==> config.mk <==
export PLATFORM = sky130hd
export DESIGN_NAME = reg_writeback
export DESIGN_NICKNAME = d
export VERILOG_FILES = /design/src/rtl/wb_pkg.sv /design/src/rtl/wb_fifo.sv /design/src/rtl/reg_writeback.sv
export SDC_FILE = /design/constraint.sdc
export NUM_CORES = 1
export LEC_CHECK = 0
export BUFFER_PORTS_ARGS = -buffer_cell sky130_fd_sc_hd__buf_2
export CELL_PAD_IN_SITES_DETAIL_PLACEMENT = 0
export CELL_PAD_IN_SITES_GLOBAL_PLACEMENT = 2
export CORE_AREA = 8 8 116 118
export DETAILED_ROUTE_END_ITERATION = 8
export DIE_AREA = 0 0 124 126
export GPL_ROUTABILITY_DRIVEN = 0
export PLACE_DENSITY = 0.89
export SYNTH_ARGS = -nofsm -noshare
export SYNTH_HDL_FRONTEND = slang
export SYNTH_SLANG_ARGS = --single-unit
==> constraint.sdc <==
create_clock -name clk -period 7.1 [get_ports clk]
set_input_delay 1.065 -clock clk [delete_from_list [all_inputs] [get_ports clk]]
set_output_delay 1.065 -clock clk [all_outputs]
set_load 0.005 [all_outputs]
==> src/rtl/wb_pkg.sv <==
// wb_pkg: shared widths and the pending-write entry type for the writeback path
package wb_pkg;
    localparam int REG_ADDRESS_SIZE = 3;
    localparam int REG_DATA_WIDTH = 8;
    typedef struct packed {
        logic [REG_ADDRESS_SIZE-1:0] addr;
        logic [REG_DATA_WIDTH-1:0]   data;
    } wb_entry_t;
endpackage

==> src/rtl/wb_fifo.sv <==
// wb_fifo: circular buffer with ordered dual push, single pop and age-ordered entry view
module wb_fifo import wb_pkg::*; #(
    parameter int DEPTH = 4
) (
    input  logic                   clk,
    input  logic                   rst,
    input  logic                   push0,
    input  wb_entry_t              d0,
    input  logic                   push1,
    input  wb_entry_t              d1,
    input  logic                   pop,
    output wb_entry_t              head,
    output logic [$clog2(DEPTH):0] count,
    output wb_entry_t              ent [DEPTH]
);
    localparam int PW = $clog2(DEPTH);
    localparam int CW = PW + 1;
    wb_entry_t mem [DEPTH];
    logic [PW-1:0] rd, wr, wr1;
    logic [1:0] n;
    logic do_pop;
    assign wr1 = wr + 1'b1;
    assign n = {1'b0, push0} + {1'b0, push1};
    assign do_pop = pop && count != '0;
    assign head = mem[rd];
    // push0 always takes the first free slot so it stays older than push1
    always_ff @(posedge clk) begin
        if (push0 || push1) mem[wr] <= push0 ? d0 : d1;
        if (push0 && push1) mem[wr1] <= d1;
    end
    // pointers and occupancy; count is separate so full and empty never alias
    always_ff @(posedge clk or negedge rst) begin
        if (!rst) begin
            rd <= '0;
            wr <= '0;
            count <= '0;
        end else begin
            wr <= wr + PW'(n);
            rd <= rd + PW'(do_pop);
            count <= count + CW'(n) - CW'(do_pop);
        end
    end
    for (genvar i = 0; i < DEPTH; i++) begin : g_ent
        localparam logic [PW-1:0] OFF = PW'(i);
        assign ent[i] = mem[rd + OFF];
    end
endmodule

==> src/rtl/reg_writeback.sv <==
// reg_writeback: arbitrates ALU/load results into a pending-write buffer and drains it to the register file
module reg_writeback import wb_pkg::*; #(
    parameter int REG_ADDRESS_SIZE = wb_pkg::REG_ADDRESS_SIZE,
    parameter int REG_DATA_WIDTH   = wb_pkg::REG_DATA_WIDTH,
    parameter int FIFO_DEPTH       = 4
) (
    input  logic                          clk,
    input  logic                          rst,
    input  logic                          alu_valid,
    output logic                          alu_ready,
    input  logic [REG_ADDRESS_SIZE-1:0]   alu_addr,
    input  logic [REG_DATA_WIDTH-1:0]     alu_data,
    input  logic                          mem_valid,
    output logic                          mem_ready,
    input  logic [REG_ADDRESS_SIZE-1:0]   mem_addr,
    input  logic [REG_DATA_WIDTH-1:0]     mem_data,
    output logic                          WR,
    output logic [REG_ADDRESS_SIZE-1:0]   DA,
    output logic [REG_DATA_WIDTH-1:0]     wb_data,
    input  logic [REG_ADDRESS_SIZE-1:0]   fwd_a_addr,
    output logic                          fwd_a_hit,
    output logic [REG_DATA_WIDTH-1:0]     fwd_a_data,
    input  logic [REG_ADDRESS_SIZE-1:0]   fwd_b_addr,
    output logic                          fwd_b_hit,
    output logic [REG_DATA_WIDTH-1:0]     fwd_b_data,
    output logic [$clog2(FIFO_DEPTH):0]   pending_cnt
);
    localparam int CW = $clog2(FIFO_DEPTH) + 1;
    wb_entry_t head;
    wb_entry_t ent [FIFO_DEPTH];
    logic [CW-1:0] free;
    logic mem_push, alu_push;
    assign free = CW'(FIFO_DEPTH) - pending_cnt + CW'(pending_cnt != '0);
    assign mem_ready = rst && free != '0;
    assign alu_ready = rst && free >= CW'(1) + CW'(mem_valid);
    assign mem_push = mem_valid && mem_ready && mem_addr != '0;
    assign alu_push = alu_valid && alu_ready && alu_addr != '0;
    assign WR = pending_cnt != '0;
    assign DA = WR ? head.addr : '0;
    assign wb_data = WR ? head.data : '0;
    wb_fifo #(.DEPTH(FIFO_DEPTH)) u_fifo (
        .clk   (clk),
        .rst   (rst),
        .push0 (mem_push),
        .d0    ('{addr: mem_addr, data: mem_data}),
        .push1 (alu_push),
        .d1    ('{addr: alu_addr, data: alu_data}),
        .pop   (WR),
        .head  (head),
        .count (pending_cnt),
        .ent   (ent)
    );
    // scan oldest to youngest so the youngest matching entry wins
    always_comb begin
        fwd_a_hit = 1'b0;
        fwd_a_data = '0;
        fwd_b_hit = 1'b0;
        fwd_b_data = '0;
        for (int i = 0; i < FIFO_DEPTH; i++) begin
            if (CW'(i) < pending_cnt && fwd_a_addr != '0 && ent[i].addr == fwd_a_addr) begin
                fwd_a_hit = 1'b1;
                fwd_a_data = ent[i].data;
            end
            if (CW'(i) < pending_cnt && fwd_b_addr != '0 && ent[i].addr == fwd_b_addr) begin
                fwd_b_hit = 1'b1;
                fwd_b_data = ent[i].data;
            end
        end
    end
endmodule

## Yosys cells after proc, flatten, opt, wreduce, memory -nomap -nowiden

Memory sizes are Yosys's and may differ from the RTL's.
Index checks and enable logic that the tools add are counted.
Widths: inputs -> output; s select.

| operators by class | value |
|---|---|
| add/subtract/negate cells | 12 |
| magnitude comparators | 5 |
| equal/unequal tests | 8 |
| mux-type cells | 23 |
| reductions and logical operators | 30 |

Operator list:

| kind | number |
|---|---|
| $mux 8 | 9 |
| $eq 3x3->1 | 8 |
| $logic_and 1x1->1 | 23 |
| $reduce_bool 3->1 | 6 |
| $mux 1 | 12 |
| $mux 11 | 1 |
| $lt 1x3->1 const A | 2 |
| $lt 2x3->1 const A | 2 |
| $add 2x1->2 const B | 2 |
| $add 2x2->2 const B | 2 |
| $add 3x1->3 | 1 |
| $add 3x2->3 | 1 |
| $ge 3x2->1 | 1 |
| $mux 3 | 1 |
| $sub 3x1->3 | 1 |
| $sub 3x3->3 const A | 1 |
| $add 1x1->2 | 1 |
| $add 1x1->2 const A | 1 |
| $add 2x1->2 | 1 |
| $add 2x2->2 | 1 |
| $logic_or 1x1->1 | 1 |

| word-level totals | value |
|---|---|
| register bits | 7 |
| memory bits (writable) | 44 |
| input bits | 32 |
| output and inout port bits | 35 |
| logic and storage cells | 82 |
| memories | 1 |

Memories:

| memory | words | width | read ports | clocked after memory_dff | wr ports | RTL line | RTL |
|---|---|---|---|---|---|---|---|
| u_fifo.mem | 4 | 11 | 4 | 0 | 2 | wb_fifo.sv:18 | `wb_entry_t mem [DEPTH];` |

## Longest topological paths before layout

Gate-level depths: netlist of run 1.

| logic depth | value |
|---|---|
| depth in word-level cells | 9 |
| depth in mapped cells | 17 |
| gate-level depth less buffers | 16 |

## Cells and area by module

Synthesis of run 1 repeated with hierarchy kept, for this count alone.

| unflattened totals | value |
|---|---|
| cells, all modules | 435 |
| area total of the unflattened synthesis | 4987.3 sq um |

By module, submodules not included:

| module | times used | cells each | area each (sq um) | seq. area each (sq um) |
|---|---|---|---|---|
| wb_fifo | 1 | 253 | 3678.5 | 1496.4 |
| reg_writeback | 1 | 182 | 1308.8 | 0.0 |

## Worst setup path after synthesis of run 1

OpenSTA, ideal clock, no wires.

| path | value |
|---|---|
| path kind | reg-to-reg |
| start | reg u_fifo.count[2] |
| end | mem u_fifo.mem[1][0] (netlist name), enable pin |
| setup time | 0.397 ns |
| data arrival time | 3.560 ns |
| required time | 6.703 ns |
| setup slack | 3.143 ns |
| cell stages (with the launch flop) | 13 |
| buffers on the path | 2 |
| period minus slack after synthesis | 3.957 ns |
| cells stage by stage | dfrtp_1 -> buf_2 -> or3_1 -> clkbuf_1 -> ha_1 -> ha_1 -> o21ai_0 -> a21boi_0 -> o311ai_0 -> inv_1 -> ha_1 -> nor2_1 -> a211oi_1 |

RTL lines:

| what | RTL line | RTL |
|---|---|---|
| start, declared | wb_fifo.sv:13 | `output logic [$clog2(DEPTH):0] count,` |
| start signal, assigned | wb_fifo.sv:40 | `count <= count + CW'(n) - CW'(do_pop);` |
| end, declared | wb_fifo.sv:18 |  |

## Worst setup path in the final report of run 1

| path | value |
|---|---|
| start | reg u_fifo.rd[1] |
| end | out fwd_a_data[6] |

| between the ends | value |
|---|---|
| word-level cells in the longest chain between the ends | 7 |
| elaborated cells between the ends (all ways) | 16 |
| classes of those cells | add/sub (3); eq/ne (4); mux (4); reduce/logical (4); memory (1) |

RTL lines:

| what | RTL line | RTL |
|---|---|---|
| start, declared | wb_fifo.sv:19 | `logic [PW-1:0] rd, wr, wr1;` |
| start signal, assigned | wb_fifo.sv:39 | `rd <= rd + PW'(do_pop);` |
| $add 2x1->2 or $mem_v2 4x11 (tied branches) | -- |  |
| $mem_v2 4x11 * | -- |  |
| $eq 3x3->1 or $logic_and 1x1->1 (tied branches) | reg_writeback.sv:60 | `if (CW'(i) < pending_cnt && fwd_a_addr != '0 && ent[i].addr == fwd_a_addr) begin` |
| $logic_and 1x1->1 or $mux 8 (tied branches) | reg_writeback.sv:60 |  |
| $mux 8 (2 in a row) | reg_writeback.sv:60 |  |
| $mux 8 * | reg_writeback.sv:60 |  |
| end, declared | reg_writeback.sv:22 | `output logic [REG_DATA_WIDTH-1:0] fwd_a_data,` |

Every way passes the cells marked *; elsewhere a longest branch is shown, timed or not.

==> results of run 1 <==
[routing by layer]
| metal | GRT usage | wire length [microns] | vias up |
|---|---|---|---|
| li1 | - | - | 1725 |
| met1 | 0.207 | 5420 | 1623 |
| met2 | 0.220 | 4950 | 84 |
| met3 | 0.0197 | 686 | 7 |
| met4 | 0.0420 | 126 | 0 |
| met5 | 0 | 0 | - |
[final cells by class]
| type | count | area (sq um) | area share |
|---|---|---|---|
| Clock buffer | 5 | 125 | 0.0247 |
| Clock inverter | 3 | 25.0 | 0.00493 |
| Inverter | 16 | 60.1 | 0.0118 |
| Multi-Input combinational cell | 337 | 2820 | 0.556 |
| Sequential cell | 51 | 1500 | 0.295 |
| Tap cell | 147 | 184 | 0.0363 |
| Timing Repair Buffer | 70 | 360 | 0.0710 |
[worst min path at each step]
stage,cells after the start,to,from
final,1,u_fifo.wr[1],rst
after CTS,1,u_fifo.wr[1],rst
after detailed placement,1,u_fifo.count[2],u_fifo.count[2]
after global routing,1,u_fifo.wr[0],rst
after floorplan,1,u_fifo.wr[0],u_fifo.wr[0]
after global placement,1,u_fifo.count[2],u_fifo.count[2]
[power by group through the flow]
stage / Sequential, uW / Clock [uW] / Combinational (uW)
6_report: 568 / 238 / 1520
5_1_grt: 585 / 255 / 1690
4_1_cts: 568 / 245 / 1530
3_5_place_dp: 576 / 0 / 1520
3_3_place_gp: 565 / 0 / 1500
2_1_floorplan: 485 / 0 / 1170
[cell families after synthesis]
logic type | Yosys count | share of synthesized area
AO/OA/AOI/OAI | 78 | 0.132
flip-flops | 51 | 0.331
multiplexers | 102 | 0.277
adder cells (fa/ha/maj) | 12 | 0.0349
buffers and inverters | 44 | 0.0438
XOR/XNOR | 22 | 0.0427
AND/OR/NAND/NOR | 123 | 0.138
[critical path, cell delays in order (launching register included)]
cell	delay (ns)
dfrtp_2	1.07
mux4_2	0.67
or3b_1	0.37
a211o_1	0.27
a21oi_2	0.69
nor2_1	0.18
a221oi_2	0.30
buf_2	0.15
[through the flow]
stage                     power (uW)  area (sq um)
after floorplan                 1660          4510
after global placement          2060          4920
after detailed placement        2100          4920
after CTS                       2340          5070
after global routing            2530          5070
final                           2330          5070
[cells in the mapped netlist, drive strengths merged, types with 10 or more instances]
cell    instances  area share
a221oi         10       0.021
buf            17       0.021
a211oi         18       0.033
xor2           10       0.019
and2           13       0.018
inv            16       0.013
ha             11       0.030
xnor2          12       0.023
nor2b          13       0.018
a21oi          19       0.023
mux2i          33       0.073
clkbuf         11      0.0091
mux4           12       0.062
nand2          31       0.026
edfxtp         44        0.29
mux2           57        0.14
nor2           30       0.025
[registers in the layout (all words and copies together), names as in the netlist]
signal        flops
u_fifo.count      3
u_fifo.wr         2
u_fifo.mem       44
u_fifo.rd         2
==> metrics.txt, run 1 <==
outcome=completed; Die X-Extent=124 microns; Post-synth EDFFs=44; CP arrival=4.00 ns; most frequent cells in the layout=buf_2, mux2_2, edfxtp_1; diodes inserted=0; Synth warnings=0; Slew @ Worst Pin=1.06 ns; synthesized area=4510 sq um; count of hold buffers inserted by post-cts repair=0; Primary FF master, synth=edfxtp_1; CTS max path bufs=2; Final Hold Fails=0; TritonCTS clock tree=yes; worst-path fanout max=47; HP Class=input pin to async pin; r2r setup slk=2.50 ns; worst r2r dst=u_fifo.mem[1][0]; hpwl dp=8870 microns; clock sinks=51; Worst R2R Start=u_fifo.count[2]; drt first pass iters=4; Final setup violation count=0; DR vias/cell=5.47; DR vias=3,439; pre-CTS setup slack=2.35 ns; post-CTS setup buffers=0; Final WS setup=2.03 ns; nets@finish=525; Num CTS Buffers=5; CP Capture Type=output port; CTS HTree Levels=2; Routed WL=11,200 microns; slew margin rel.=0.293; total die area=15,600 sq um; clock skew=0.00294 ns; Slew Limit Fails=0; Max Clk Rate=0.197 GHz; layout cell share with drive strength beyond 1=0.324; starting DRC count in detailed routing=307; setup TNS=0 ns; Min Hold Slack=0.613 ns; Min Clock Period, post-route=5.07 ns; Reg clk slew, reported paths=0.07 ns; drt drc=0; placed insts=621; Core ar.=11,700 sq um; Cell Int Power=1280 uW; standby leakage power=0.00197 uW; type of origin of the critical path=flop; critical path endpoint=fwd_a_data[6]; depth of the worst register-to-register path=14; Die Span Y=126 microns; I/O Pins=67; share of power burned in registers=0.244; Row Count=40; clock power share=0.102; Routed Antenna Nets=0; Filler Cell Count=1,135; Cell variety after synth=53; largest vdd supply drop=0.174 mV; syn nets=476; net switching fraction of the power=0.447; post-DR wirelength/cell=17.8 microns; post-synthesis sequential area ratio=0.331; Total GRT Usage=0.145; sw power=1040 uW; RSZ-0062 raised after global routing=false; Post-Syn Area per Cell=10.4 sq um; commonest non-fill, non-tap cell in the layout=buf_2; initial antenna violation count=0; Mapped Cells=432; pin count of the biggest net entering global routing=48; Worst-Skew Late Latency=0.29 ns; Worst Setup SP=u_fifo.rd[1]; Async SR Flop Fraction=0.137; area growth from synthesis to layout=12.4%; CTS root buf=clkbuf_16; worst path required time=6.03 ns; Post-CTS Resized=0; number of synthesized register bits=51; Max Cap Violations=0; Initial Util=0.385; global-route wire length before repair=18,200 microns; Crit Path Category=flop to output port; grt total ovfl=0; PortBufs=66; power density over cell area=458 nW/um^2; fin util=0.433; vias in the first global route=3,337; Layout Cells excl Fill=629; Comb pwr share=0.653; fin crit share=0.713
(Power assumes the default switching activity.)
==> run 2: changes to the inputs <==
CORE_AREA = 8 8 125 127   (was 8 8 116 118)
DIE_AREA = 0 0 133 135   (was 0 0 124 126)
PLACE_DENSITY = 0.81   (was 0.89)
clock period = 4.6 ns   (was 7.1 ns; I/O delays follow)
==> run 2 against run 1 <==
Sequential share of layout area shrank 0.52 points. Cell count grew 6.0%. Hold slack lost 0.37 ns. Register-to-register slack lost 2.0 ns. Non-clock buffer count grew 5. Combinational power grew 61%. Setup slack lost 1.5 ns. Sequential power grew 47%. Total power grew 59%. Critical endpoint is now fwd_a_data[2]. Largest power group unchanged. Highest routed layer unchanged.
==> metrics.txt, run 2 (same netlist as run 1, synthesis figures left out) <==
outcome=completed; Slew @ Worst Pin=0.931 ns; power density over cell area=715 nW/um^2; total die area=18,000 sq um; net switching fraction of the power=0.444; slew margin rel.=0.369; TritonCTS clock tree=yes; clock power share=0.111; grt total ovfl=0; drt drc=0; CP arrival=3.41 ns; Cell Int Power=2050 uW; hpwl dp=9480 microns; worst path required time=3.91 ns; Post-CTS Resized=0; drt first pass iters=6; Worst-Skew Late Latency=0.29 ns; DR vias=3,516; Row Count=43; clock skew=0.00317 ns; setup TNS=0 ns; Reg clk slew, reported paths=0.06 ns; Die X-Extent=133 microns; global-route wire length before repair=18,800 microns; diodes inserted=0; Largest register FFs=44; HP Class=input pin to async pin; count of hold buffers inserted by post-cts repair=0; Num CTS Buffers=5; fin crit share=0.892; Top Registers=u_fifo.mem: 44 flops, u_fifo.count: 3 flops; clock sinks=51; I/O Pins=67; CTS root buf=clkbuf_16; Filler Cell Count=1,349; pin count of the biggest net entering global routing=38; sw power=1640 uW; share of power burned in registers=0.227; Crit Path Category=flop to output port; CTS max path bufs=2; WL met2=5300 microns; worst-path fanout max=14; Max Clk Rate=0.244 GHz; nets@finish=530; CTS HTree Levels=2; Min Hold Slack=0.243 ns; DR vias/cell=5.27; top routing layer in use=met4; routed wl met3=508 microns; Slew Limit Fails=0; RSZ-0062 raised after global routing=false; starting DRC count in detailed routing=247; post-DR wirelength/cell=17.6 microns; Initial Util=0.332; vias in the first global route=3,432; most frequent cells in the layout=buf_2, mux2_2, edfxtp_1; Routed WL=11,800 microns; largest vdd supply drop=0.169 mV; CP Capture Type=output port; met1 WL=5750 microns; area growth from synthesis to layout=14.4%; PortBufs=66; commonest non-fill, non-tap cell in the layout=buf_2; Final Total Pwr=3690 uW; layout cell share with drive strength beyond 1=0.326; Core ar.=13,600 sq um; post-CTS setup buffers=0; Die Span Y=135 microns; Max Cap Violations=0; Routed Antenna Nets=0; Comb pwr share=0.662; Largest Register=u_fifo.mem; Final Hold Fails=0; Total GRT Usage=0.128; standby leakage power=0.00200 uW; Min Clock Period, post-route=4.10 ns; initial antenna violation count=0; Final setup violation count=0; type of origin of the critical path=flop
run 2: cell types whose count changed in the layout (fill, tap and decap cells not counted), sizes merged:
cell      change
buf           +5
clkbuf        +2
clkinv        -2
bufinv        +1
clkinvlp      -1
run 2: worst max-delay path: stages, from the launching register on:
cell,delay [ns]
dfrtp_1,0.74
mux4_2,0.69
mux2i_1,0.15
or3_4,0.35
a211oi_4,0.52
a311oi_1,0.18
a211oi_1,0.32
buf_2,0.18
run 2: final cells by class:
cell class                 count  area, sq um  area share
sequential                    51         1500       0.290
multi-input combinational    337         2820       0.546
tap                          180          225      0.0436
clock inverter                 1         30.0     0.00582
inverter                      16         60.1      0.0116
clock buffer                   7          133      0.0257
timing repair buffer          75          398      0.0771
run 2: final timing paths:
kind	startpoint	to	cells past startpoint	slack, ns
setup reg to reg	u_fifo.count[2]	u_fifo.mem[1][6]	14	0.50
max in group asynchronous	rst	u_fifo.rd[1]	1	4.16
hold reg to reg	u_fifo.rd[1]	u_fifo.rd[1]	1	0.65
hold / removal	rst	u_fifo.wr[0]	1	0.24
min in group clk	u_fifo.rd[1]	u_fifo.rd[1]	1	0.65
setup / recovery	u_fifo.rd[0]	fwd_a_data[2]	7	0.50
run 2: per-layer routing:
layer,vias to the layer above,track usage
li1,1728,-
met1,1677,0.178
met2,99,0.196
met3,12,0.0215
met4,0,0.0461
met5,-,0
run 2: stage by stage:
| stage | worst slack [ns] | util | area [sq um] | std cells |
|---|---|---|---|---|
| final | 0.496 | 0.379 | 5160 | 667 |
| after global routing | 0.151 | 0.379 | 5160 | 667 |
| after CTS | 0.469 | 0.379 | 5160 | 667 |
| after detailed placement | 0.481 | 0.367 | 5000 | 659 |
| after global placement | 0.659 | 0.367 | 5000 | 659 |
| after floorplan | 0.643 | - | 4510 | 432 |
run 2: power groups by stage:
stage	combinational, uW	sequential (uW)	clock (uW)
after global placement	2430	832	0
final	2440	837	411
after detailed placement	2450	848	0
after CTS	2460	838	423
after floorplan	1810	748	0
after global routing	2690	865	436
==> run 3: changes to the inputs <==
ABC_AREA = 1   (was default)
CORE_AREA = 8 8 141 143   (was 8 8 125 127)
DIE_AREA = 0 0 149 151   (was 0 0 133 135)
==> run 3 against run 2 <==
Sequential cell count unchanged. Die area up 25%. Non-clock buffer count down 1. Clock power about the same. Largest power group unchanged.
==> metrics.txt, run 3 <==
Async SR Flop Fraction=0.137; worst r2r dst=u_fifo.mem[1][6]; post-DR wirelength/cell=14.7 microns; clock sinks=51; Post-synth EDFFs=44; critical path endpoint=fwd_a_data[7]; commonest non-fill, non-tap cell in the layout=nand2_1; vias in the first global route=4,532; CP Capture Type=output port; type of origin of the critical path=flop; layout cell share with drive strength beyond 1=0.152; CP arrival=3.10 ns; Routed Antenna Nets=0; stages on the worst setup path=11; post-synthesis sequential area ratio=0.298; Worst Setup SP=u_fifo.rd[1]; pin count of the biggest net entering global routing=68; Synth top area share=0.263; I/O Pins=67; most frequent cells in the layout=nand2_1, nand3_1, inv_1; outcome=completed; post-route cell area=5700 sq um; CTS root buf=clkbuf_16; crit path cell chain=inv_2 -> buf_4 -> nand2_1 -> nand2_2 -> nand2_1 -> o21ai_2 -> xor2_1 -> nor3b_4 -> nand3_1 -> nand2_1 -> buf_2; slowest stage delay, CP=0.55 ns; synthesized area=5020 sq um; DR vias=4,824; depth of the worst register-to-register path=18; Max Clk Rate=0.264 GHz; placed cell areas=5530 sq um; biggest area consumer among synthesized cells=edfxtp_1; crit-path most repeated cell=nand2_1; clock skew=0.00300 ns; setup TNS=0 ns; hpwl dp=12,700 microns; CTS max path bufs=2; Synth warnings=0; Final setup violation count=0; Slew Limit Fails=0; largest delay contributor family on the critical path=simple AND/OR/NAND/NOR gates; Total GRT Usage=0.136; Die Span Y=151 microns; area growth from synthesis to layout=13.5%; Min Clock Period, post-route=3.79 ns; Crit Path Category=flop to output port; r2r setup slk=0.92 ns; largest vdd supply drop=0.210 mV; global-route wire length before repair=24,500 microns; worst path required time=3.91 ns; Max Cap Violations=0; syn nets=801; multi-input logic area=3030 sq um; diodes inserted=0; count of hold buffers inserted by post-cts repair=0; initial antenna violation count=0; starting DRC count in detailed routing=289; Largest register FFs=44; Num CTS Buffers=5; highest-delay cell along the critical path=dfrtp_1; drt first pass iters=5; nets@finish=851; number of synthesized register bits=51; CTS HTree Levels=2; Core ar.=17,700 sq um; grt total ovfl=0; sequential cell area=1500 sq um; Post-CTS Resized=0; top cells by area, synth=edfxtp_1, nand2_1, nand3_1; drt drc=0; Final Hold Fails=0; power density over cell area=709 nW/um^2; most numerous cell in the Yosys netlist=nand2_1; Final WS setup=0.809 ns; Reg clk slew, reported paths=0.06 ns; Filler Cell Count=1,991; DR vias/cell=4.65; Worst R2R Start=u_fifo.count[2]; Primary FF master, synth=edfxtp_1; standby leakage power=0.00279 uW; Row Count=49; Largest Register=u_fifo.mem; HP Class=input pin to async pin; Initial Util=0.285; Cell variety after synth=40; Top Registers=u_fifo.mem: 44 flops, u_fifo.count: 3 flops; Post-Syn Area per Cell=6.64 sq um; Final Total Pwr=4050 uW; synth cell count leaders=nand2_1, nand3_1, inv_1, o21ai_0, nor2_1; CP bufs+invs=3; fin util=0.323; Slew @ Worst Pin=0.683 ns; RSZ-0062 raised after global routing=false; pre-CTS setup slack=0.922 ns; PortBufs=66; total die area=22,500 sq um; Die X-Extent=149 microns; worst-path fanout max=42; slew margin rel.=0.544; post-CTS setup buffers=0; Routed WL=15,200 microns; fin crit share=0.824; Worst-Skew Late Latency=0.29 ns; TritonCTS clock tree=yes; Mapped Cells=757
==> run 3: cell types whose count changed in the layout (fill, tap and decap cells not counted), moves of 13 or more <==
cell | before | now
nand2_1 | 31 | 206
nand3_1 | 5 | 126
o21ai_0 | 4 | 78
inv_1 | 16 | 83
mux2_2 | 57 | 0
o21ai_1 | 0 | 20
mux2i_1 | 33 | 14
a211oi_1 | 17 | 0
nand3b_1 | 0 | 17
nor2_1 | 30 | 46
and2_1 | 13 | 0
nor2b_1 | 13 | 0
==> run 3: routing by layer <==
layer / track usage / vias up / part of all wire
li1: - / 2609 / -
met1: 0.191 / 2075 / 0.51
met2: 0.210 / 124 / 0.43
met3: 0.0170 / 16 / 0.044
met4: 0.0459 / 0 / 0.016
met5: 0 / - / 0
==> run 3: final cells by class <==
class                           instances  area share
Multi-Input combinational cell        586       0.530
Inverter                               89      0.0586
Clock inverter                          3     0.00768
Tap cell                              229      0.0502
Timing Repair Buffer                   74      0.0685
Clock buffer                            5      0.0219
Sequential cell                        51       0.263
==> run 3: where the power goes <==
part / switching (uW) / leakage [uW] / internal (uW) / total, uW
clock network: 153 / 0.0000838 / 256 / 409
logic: 1900 / 0.00223 / 983 / 2880
registers: 95.3 / 0.000481 / 657 / 753
==> run 3: worst min-delay path by stage <==
| stage | to | slack [ns] | cells past startpoint |
|---|---|---|---|
| 6_report | u_fifo.wr[0] | 0.24 | 1 |
| 5_1_grt | u_fifo.wr[0] | 0.25 | 1 |
| 4_1_cts | u_fifo.wr[1] | 0.24 | 1 |
| 3_5_place_dp | u_fifo.wr[1] | 0.55 | 1 |
| 3_3_place_gp | u_fifo.wr[0] | 0.56 | 1 |
| 2_1_floorplan | u_fifo.count[0] | 0.39 | 0 |
==> run 3: metrics by stage <==
| stage | hold WS, ns | instances |
|---|---|---|
| 3_3_place_gp | 0.557 | 1029 |
| 4_1_cts | 0.238 | 1037 |
| 3_5_place_dp | 0.552 | 1029 |
| 5_1_grt | 0.246 | 1037 |
| 6_report | 0.238 | 1037 |
| 2_1_floorplan | 0.394 | 757 |
==> run 3: cells by family (layout without fill, tap and decap cells) <==
family | after synthesis | count (layout) | synth area share
DFF | 51 | 51 | 0.298
xor gates and xnor gates | 8 | 8 | 0.0139
muxes | 14 | 14 | 0.0279
and+or+nand+nor | 433 | 433 | 0.402
adders and majority gates | 12 | 12 | 0.0314
AOI/OAI and AO/OA | 119 | 119 | 0.126
buffers and inverters | 120 | 171 | 0.100
==> run 3: worst register-to-register path, cell delays in order, from the launching register on <==
cell and delay (ns):
dfrtp_1 0.45, nor2_1 0.21, nand2_1 0.17, inv_1 0.08
buf_4 0.21, ha_1 0.18, inv_1 0.04, ha_1 0.17
xnor2_1 0.26, a31oi_1 0.14, nand2_1 0.08, nor2_1 0.05
ha_1 0.20, inv_1 0.12, or2_1 0.16, nor2_1 0.05
inv_1 0.46, o31ai_1 0.16, buf_4 0.22
